===== src/rtl/tick_divider_pkg.sv =====
// Shared constants and helpers for the tick_divider block.
package tick_divider_pkg;

    localparam int unsigned ClkHz         = 50_000_000;
    localparam int unsigned TickHzDefault = 100;
    localparam int unsigned DefaultDiv    = ClkHz / TickHzDefault;

    // Helpers work at a fixed width; callers cast to/from their own WIDTH (<= MaxWidth).
    localparam int unsigned MaxWidth = 32;

    function automatic logic [MaxWidth-1:0] clamp_div(input logic [MaxWidth-1:0] n);
        return (n == '0) ? MaxWidth'(1) : n;
    endfunction

    // ceil(n/2) without the n+1 overflow at the top of the range.
    function automatic logic [MaxWidth-1:0] half_period(input logic [MaxWidth-1:0] n);
        return (n >> 1) + {{(MaxWidth-1){1'b0}}, n[0]};
    endfunction

endpackage


===== src/rtl/tick_divider_shadow.sv =====
// Pending-divisor register with valid/ready intake; releases the value when apply_i is seen.
module tick_divider_shadow import tick_divider_pkg::*; #(
    parameter int unsigned WIDTH = 19
) (
    input  logic             clk_i,
    input  logic             rst_ni,
    input  logic             div_valid_i,
    input  logic [WIDTH-1:0] div_in_i,
    input  logic             apply_i,
    output logic             div_ready_o,
    output logic             load_o,
    output logic [WIDTH-1:0] pend_div_o
);

    logic [WIDTH-1:0] pend_q, pend_d;
    logic             ready_q, ready_d;
    logic             accept;

    // ready_q doubles as the "pending register empty" flag.
    assign accept = div_valid_i & ready_q;
    assign load_o = apply_i & ~ready_q;

    always_comb begin
        pend_d  = pend_q;
        ready_d = ready_q;
        if (accept) begin
            pend_d  = WIDTH'(clamp_div(MaxWidth'(div_in_i)));
            ready_d = 1'b0;
        end else if (load_o) begin
            ready_d = 1'b1;
        end
    end

    always_ff @(posedge clk_i or negedge rst_ni) begin
        if (!rst_ni) begin
            pend_q  <= '0;
            ready_q <= 1'b1;
        end else begin
            pend_q  <= pend_d;
            ready_q <= ready_d;
        end
    end

    assign div_ready_o = ready_q;
    assign pend_div_o  = pend_q;

endmodule


===== src/rtl/tick_divider.sv =====
// Programmable tick generator: one-cycle enable every div_cur cycles, optional square output.
// Square output is built only when TICK_DIVIDER_SQ_EN is defined; otherwise sq is tied to 0.
module tick_divider import tick_divider_pkg::*; #(
    parameter int unsigned WIDTH       = 19,
    parameter int unsigned DEFAULT_DIV = tick_divider_pkg::DefaultDiv
) (
    input  logic             CLK_50_MHz,
    input  logic             reset_n,
    input  logic             en,
    input  logic             sync,
    input  logic [WIDTH-1:0] div_in,
    input  logic             div_valid,
    output logic             div_ready,
    output logic             tick,
    output logic             sq,
    output logic [WIDTH-1:0] count,
    output logic [WIDTH-1:0] div_cur
);

    localparam logic [WIDTH-1:0] ResetDiv = WIDTH'(clamp_div(MaxWidth'(DEFAULT_DIV)));

    logic [WIDTH-1:0] count_q, count_d;
    logic [WIDTH-1:0] div_cur_q, div_cur_d;
    logic             tick_q, tick_d;
    logic             wrap;
    logic             apply;
    logic             load;
    logic [WIDTH-1:0] pend_div;

    assign wrap  = en & ~sync & (count_q == (div_cur_q - WIDTH'(1)));
    assign apply = wrap | sync | ~en;

    tick_divider_shadow #(
        .WIDTH (WIDTH)
    ) u_shadow (
        .clk_i       (CLK_50_MHz),
        .rst_ni      (reset_n),
        .div_valid_i (div_valid),
        .div_in_i    (div_in),
        .apply_i     (apply),
        .div_ready_o (div_ready),
        .load_o      (load),
        .pend_div_o  (pend_div)
    );

    always_comb begin
        count_d   = count_q;
        tick_d    = 1'b0;
        div_cur_d = div_cur_q;
        if (sync) begin
            count_d = '0;
        end else if (en) begin
            if (wrap) begin
                count_d = '0;
                tick_d  = 1'b1;
            end else begin
                count_d = count_q + WIDTH'(1);
            end
        end
        // A shrinking divisor loaded while paused must not leave count outside 0..N-1.
        if (load) begin
            div_cur_d = pend_div;
            if (count_q >= (pend_div - WIDTH'(1))) begin
                count_d = '0;
            end
        end
    end

    always_ff @(posedge CLK_50_MHz or negedge reset_n) begin
        if (!reset_n) begin
            count_q   <= '0;
            div_cur_q <= ResetDiv;
            tick_q    <= 1'b0;
        end else begin
            count_q   <= count_d;
            div_cur_q <= div_cur_d;
            tick_q    <= tick_d;
        end
    end

`ifdef TICK_DIVIDER_SQ_EN
    logic sq_q, sq_d;

    assign sq_d = (count_d < WIDTH'(half_period(MaxWidth'(div_cur_d))));

    always_ff @(posedge CLK_50_MHz or negedge reset_n) begin
        if (!reset_n) begin
            sq_q <= 1'b1;
        end else begin
            sq_q <= sq_d;
        end
    end

    assign sq = sq_q;
`else
    assign sq = 1'b0;
`endif

    assign count   = count_q;
    assign div_cur = div_cur_q;
    assign tick    = tick_q;

endmodule


===== config.mk =====
export PLATFORM = sky130hd
export DESIGN_NAME = tick_divider
export DESIGN_NICKNAME = d
export VERILOG_FILES = /design/src/rtl/tick_divider_pkg.sv /design/src/rtl/tick_divider_shadow.sv /design/src/rtl/tick_divider.sv
export SDC_FILE = /design/constraint.sdc
export NUM_CORES = 1
export LEC_CHECK = 0
export ABC_AREA = 0
export BUFFER_PORTS_ARGS = -buffer_cell sky130_fd_sc_hd__buf_4
export CAP_MARGIN = 10
export CORE_MARGIN = 8
export CORE_UTILIZATION = 50
export CTS_CLUSTER_DIAMETER = 30
export DETAILED_ROUTE_END_ITERATION = 8
export HOLD_SLACK_MARGIN = 0.15
export PLACE_DENSITY = 0.7
export SETUP_SLACK_MARGIN = 0.05
export SLEW_MARGIN = 25
export SYNTH_ARGS = -nofsm -noshare
export SYNTH_HDL_FRONTEND = slang
export SYNTH_SLANG_ARGS = --single-unit

===== constraint.sdc =====
create_clock -name CLK_50_MHz -period 7.43 [get_ports CLK_50_MHz]
set_clock_uncertainty 0.1 [all_clocks]
set_input_delay 0.743 -clock CLK_50_MHz [delete_from_list [all_inputs] [get_ports CLK_50_MHz]]
set_output_delay 0.743 -clock CLK_50_MHz [all_outputs]
set_load 0.03 [all_outputs]

==> summary.md <==
| Metric | Value |
|---|---|
| Outcome | `complete, no violations` |
| HPWL Detailed | `about 7700 microns` |
| GRT Overall Usage | `0.185` |
| Pleak | `2.03 nW` |
| Cells after Synth | `383` |
| RePlAce Congestion | `0.883` |
| CTS tree | `built` |
| Synth Warn # | `0` |
| Vias | `3191` |
| Setup TNS | `0 ns` |
| Initial DRT Pass Iterations | `4` |
| Pwr dens | `roughly 270 nW/um^2` |
| Die area | `between 10000 and 15000 sq um` |
| # resized after CTS | `0` |
| Post-CTS Setup Inserts | `0` |
| Seq/Total Area, Yosys | `0.374` |
| FF-to-FF setup slack | `approximately 3.7 ns` |
| Layout net count | `492` |
| Synth Net Count | `429` |
| EDFF count, synth | `0` |
| Number of port buffers | `63` |
| Worst Setup End Kind | `register` |
| Commonest non-fill, non-tap cell in the layout | `buf_4` |
| Starting Density | `0.514` |
| Vias in the first global route | `roughly 3200` |
| Min-Delay Path Class | `in2async` |
| Total power | `around 1.3 mW` |
| Cell variety after synth | `52` |
| Clock root cell | `clkbuf_8` |
| Core Area | `around 7700 sq um` |
| Worst-Skew Late Latency | `about 0.34 ns` |
| RSZ-0062 raised after global routing | `false` |
| Commonest non-fill, non-tap cells in the layout | `buf_4 (64), dfrtp_1 (51), xnor2_1 (34), nor4_1 (34), mux2_2 (28)` |
| Fin crit share | `0.503` |
| Critical R2R Launch | `div_cur[0]$_DFFE_PN0N_` |
| First-pass GRT wire length | `around 17000 microns` |
| Chip height | `roughly 110 microns` |
| Sequential Area | `around 1500 sq um` |
| Min Tclk post-route | `between 3 and 4 ns` |
| Detailed Route WL | `between 10000 and 15000 microns` |
| # hold bufs at CTS | `0` |
| ANT cells | `0` |
| Largest net degree at the start of global routing | `60` |
| Final core occ | `0.613` |
| Crit path max fanout | `19` |
| Hold Slack | `roughly 0.37 ns` |
| Starting DRT DRC Count | `95` |
| Initial antenna violation count | `0` |
| Final Max Tran Viols | `0` |
| Number of synthesized register bits | `59` |
| Worst setup path end | `div_cur[3]$_DFFE_PN0N_` |
| Die X-Extent | `between 100 and 150 microns` |
| Top_reg_cell synth | `dfrtp_1` |
| Number of I/O pins | `65` |
| Routed Antenna Nets | `0` |
| Crit path kind | `reg2reg` |
| Vias per inst | `approximately 5.8` |
| Crit path from | `div_cur[0]$_DFFE_PN0N_` |
| Peak VDD IR | `~0.00017 V` |
| WL per Instance | `18.1 microns` |
| Clk pin slew, worst setup/hold paths | `around 0.070 ns` |
| # H-tree levels | `3` |
| Post-Synthesis Mean Instance Area | `just over 10 sq um` |
| Max Freq | `roughly 270 MHz` |
| Row count | `32` |
| Inserted Clock Buffers | `9` |
| Post-DP Area | `about 4500 sq um` |
| WP data arrival | `3.87 ns` |
| Slew Limit Headroom | `0.468` |
| Share of post-route cells with drive strength above 1 | `0.310` |
| Area occupied by multi-input gates | `about 2400 sq um` |
| DR DRC count | `0` |
| WP data required | `7.56 ns` |
| Fin. Hold Viols | `0` |
| Final setup fails | `0` |
| Register-to-Register Path Depth | `9` |
| R2R Path End | `div_cur[3]$_DFFE_PN0N_` |
| Worst slew pin tran | `0.797 ns` |
| Worst setup SP type | `register` |
| Remaining global-route overflow | `0` |
| CTS max path bufs | `2` |
| Max-cap violations | `0` |
| Filler cells | `about 660` |
| Cell Area, Synth | `3970 sq um` |
| Design area | `~4700 sq um` |
| Area Overhead vs Synth | `19.2%` |
| Clock sinks | `slightly below 60` |
| Synth async-reset ratio | `1.00` |
[per-layer routing]
metal	track usage	wire, microns
met5	0	0
met3	0.0430	544
met4	0.0652	154
met1	0.233	4470
met2	0.303	4860
[synth_stat cells, types with 8 or more instances]
cell type / count / area share
nor2_1: 17 / 0.016
nand3_1: 14 / 0.018
mux2_2: 28 / 0.079
dfrtp_1: 51 / 0.32
nor4_1: 35 / 0.055
ha_1: 22 / 0.069
xor2_1: 26 / 0.057
nand4_1: 10 / 0.016
inv_1: 9 / 0.0085
clkbuf_1: 8 / 0.0076
nand2_1: 17 / 0.016
a21oi_1: 11 / 0.014
mux2_4: 8 / 0.030
nor3_1: 14 / 0.018
dfstp_2: 8 / 0.053
xnor2_1: 34 / 0.075
[cells by family after synthesis]
family / count (synthesis) / share of synthesized area
fa+ha+maj: 22 / 0.0693
mux: 41 / 0.122
compound gates: 36 / 0.0608
buf+inv: 21 / 0.0261
other cells: 1 / 0.000944
flops: 59 / 0.374
simple gates: 143 / 0.214
xor+xnor: 60 / 0.132
[area by class of cell]
type / instances / share of cell area
clock buffer: 12 / 0.0349
timing repair buffer: 64 / 0.101
tap: 102 / 0.0269
multi-input combinational: 303 / 0.506
inverter: 9 / 0.00713
clock inverter: 4 / 0.0100
sequential: 59 / 0.314
[worst min path at each step]
stage                                             start                                  end  slack [ns]
finish                                          reset_n                   count[1]$_DFF_PN0_        0.37
global route                                    reset_n                  count[14]$_DFF_PN0_        0.42
CTS                                             reset_n                  count[14]$_DFF_PN0_        0.39
detailed placement  u_shadow.pend_div_o[18]$_DFFE_PN0P_  u_shadow.pend_div_o[18]$_DFFE_PN0P_        0.44
global placement    u_shadow.pend_div_o[18]$_DFFE_PN0P_  u_shadow.pend_div_o[18]$_DFFE_PN0P_        0.45
floorplan                                       reset_n                   count[0]$_DFF_PN0_        0.35
[registers in the layout, indices dropped and copies added, names as in the netlist]
register	flops
div_cur	19
tick	1
u_shadow.pend_div_o	19
count	19
u_shadow.div_ready_o	1
[report_power, final]
group	switching (mW)	total, mW	leakage, nW	internal, mW
Sequential	0.113	0.503	0.724	0.389
Combinational	0.244	0.454	1.20	0.210
Clock	0.130	0.311	0.108	0.181
[critical path: stages (launching register included)]
cell and delay [ns]:
dfrtp_1 0.44, inv_1 0.10, ha_1 0.19, or3b_2 0.54, nor4_1 0.25, mux2_2 0.41
nor4_2 0.30, nand4b_2 0.20, a21oi_4 0.69, mux2_2 0.41
[per-stage QoR]
stage | instances | setup slack, ns
6_report | 553 | 3.69
5_1_grt | 553 | 3.46
4_1_cts | 553 | 3.73
3_5_place_dp | 537 | 3.77
3_3_place_gp | 537 | 3.84
2_1_floorplan | 383 | 3.98
Power figures use the tool's default switching activity.
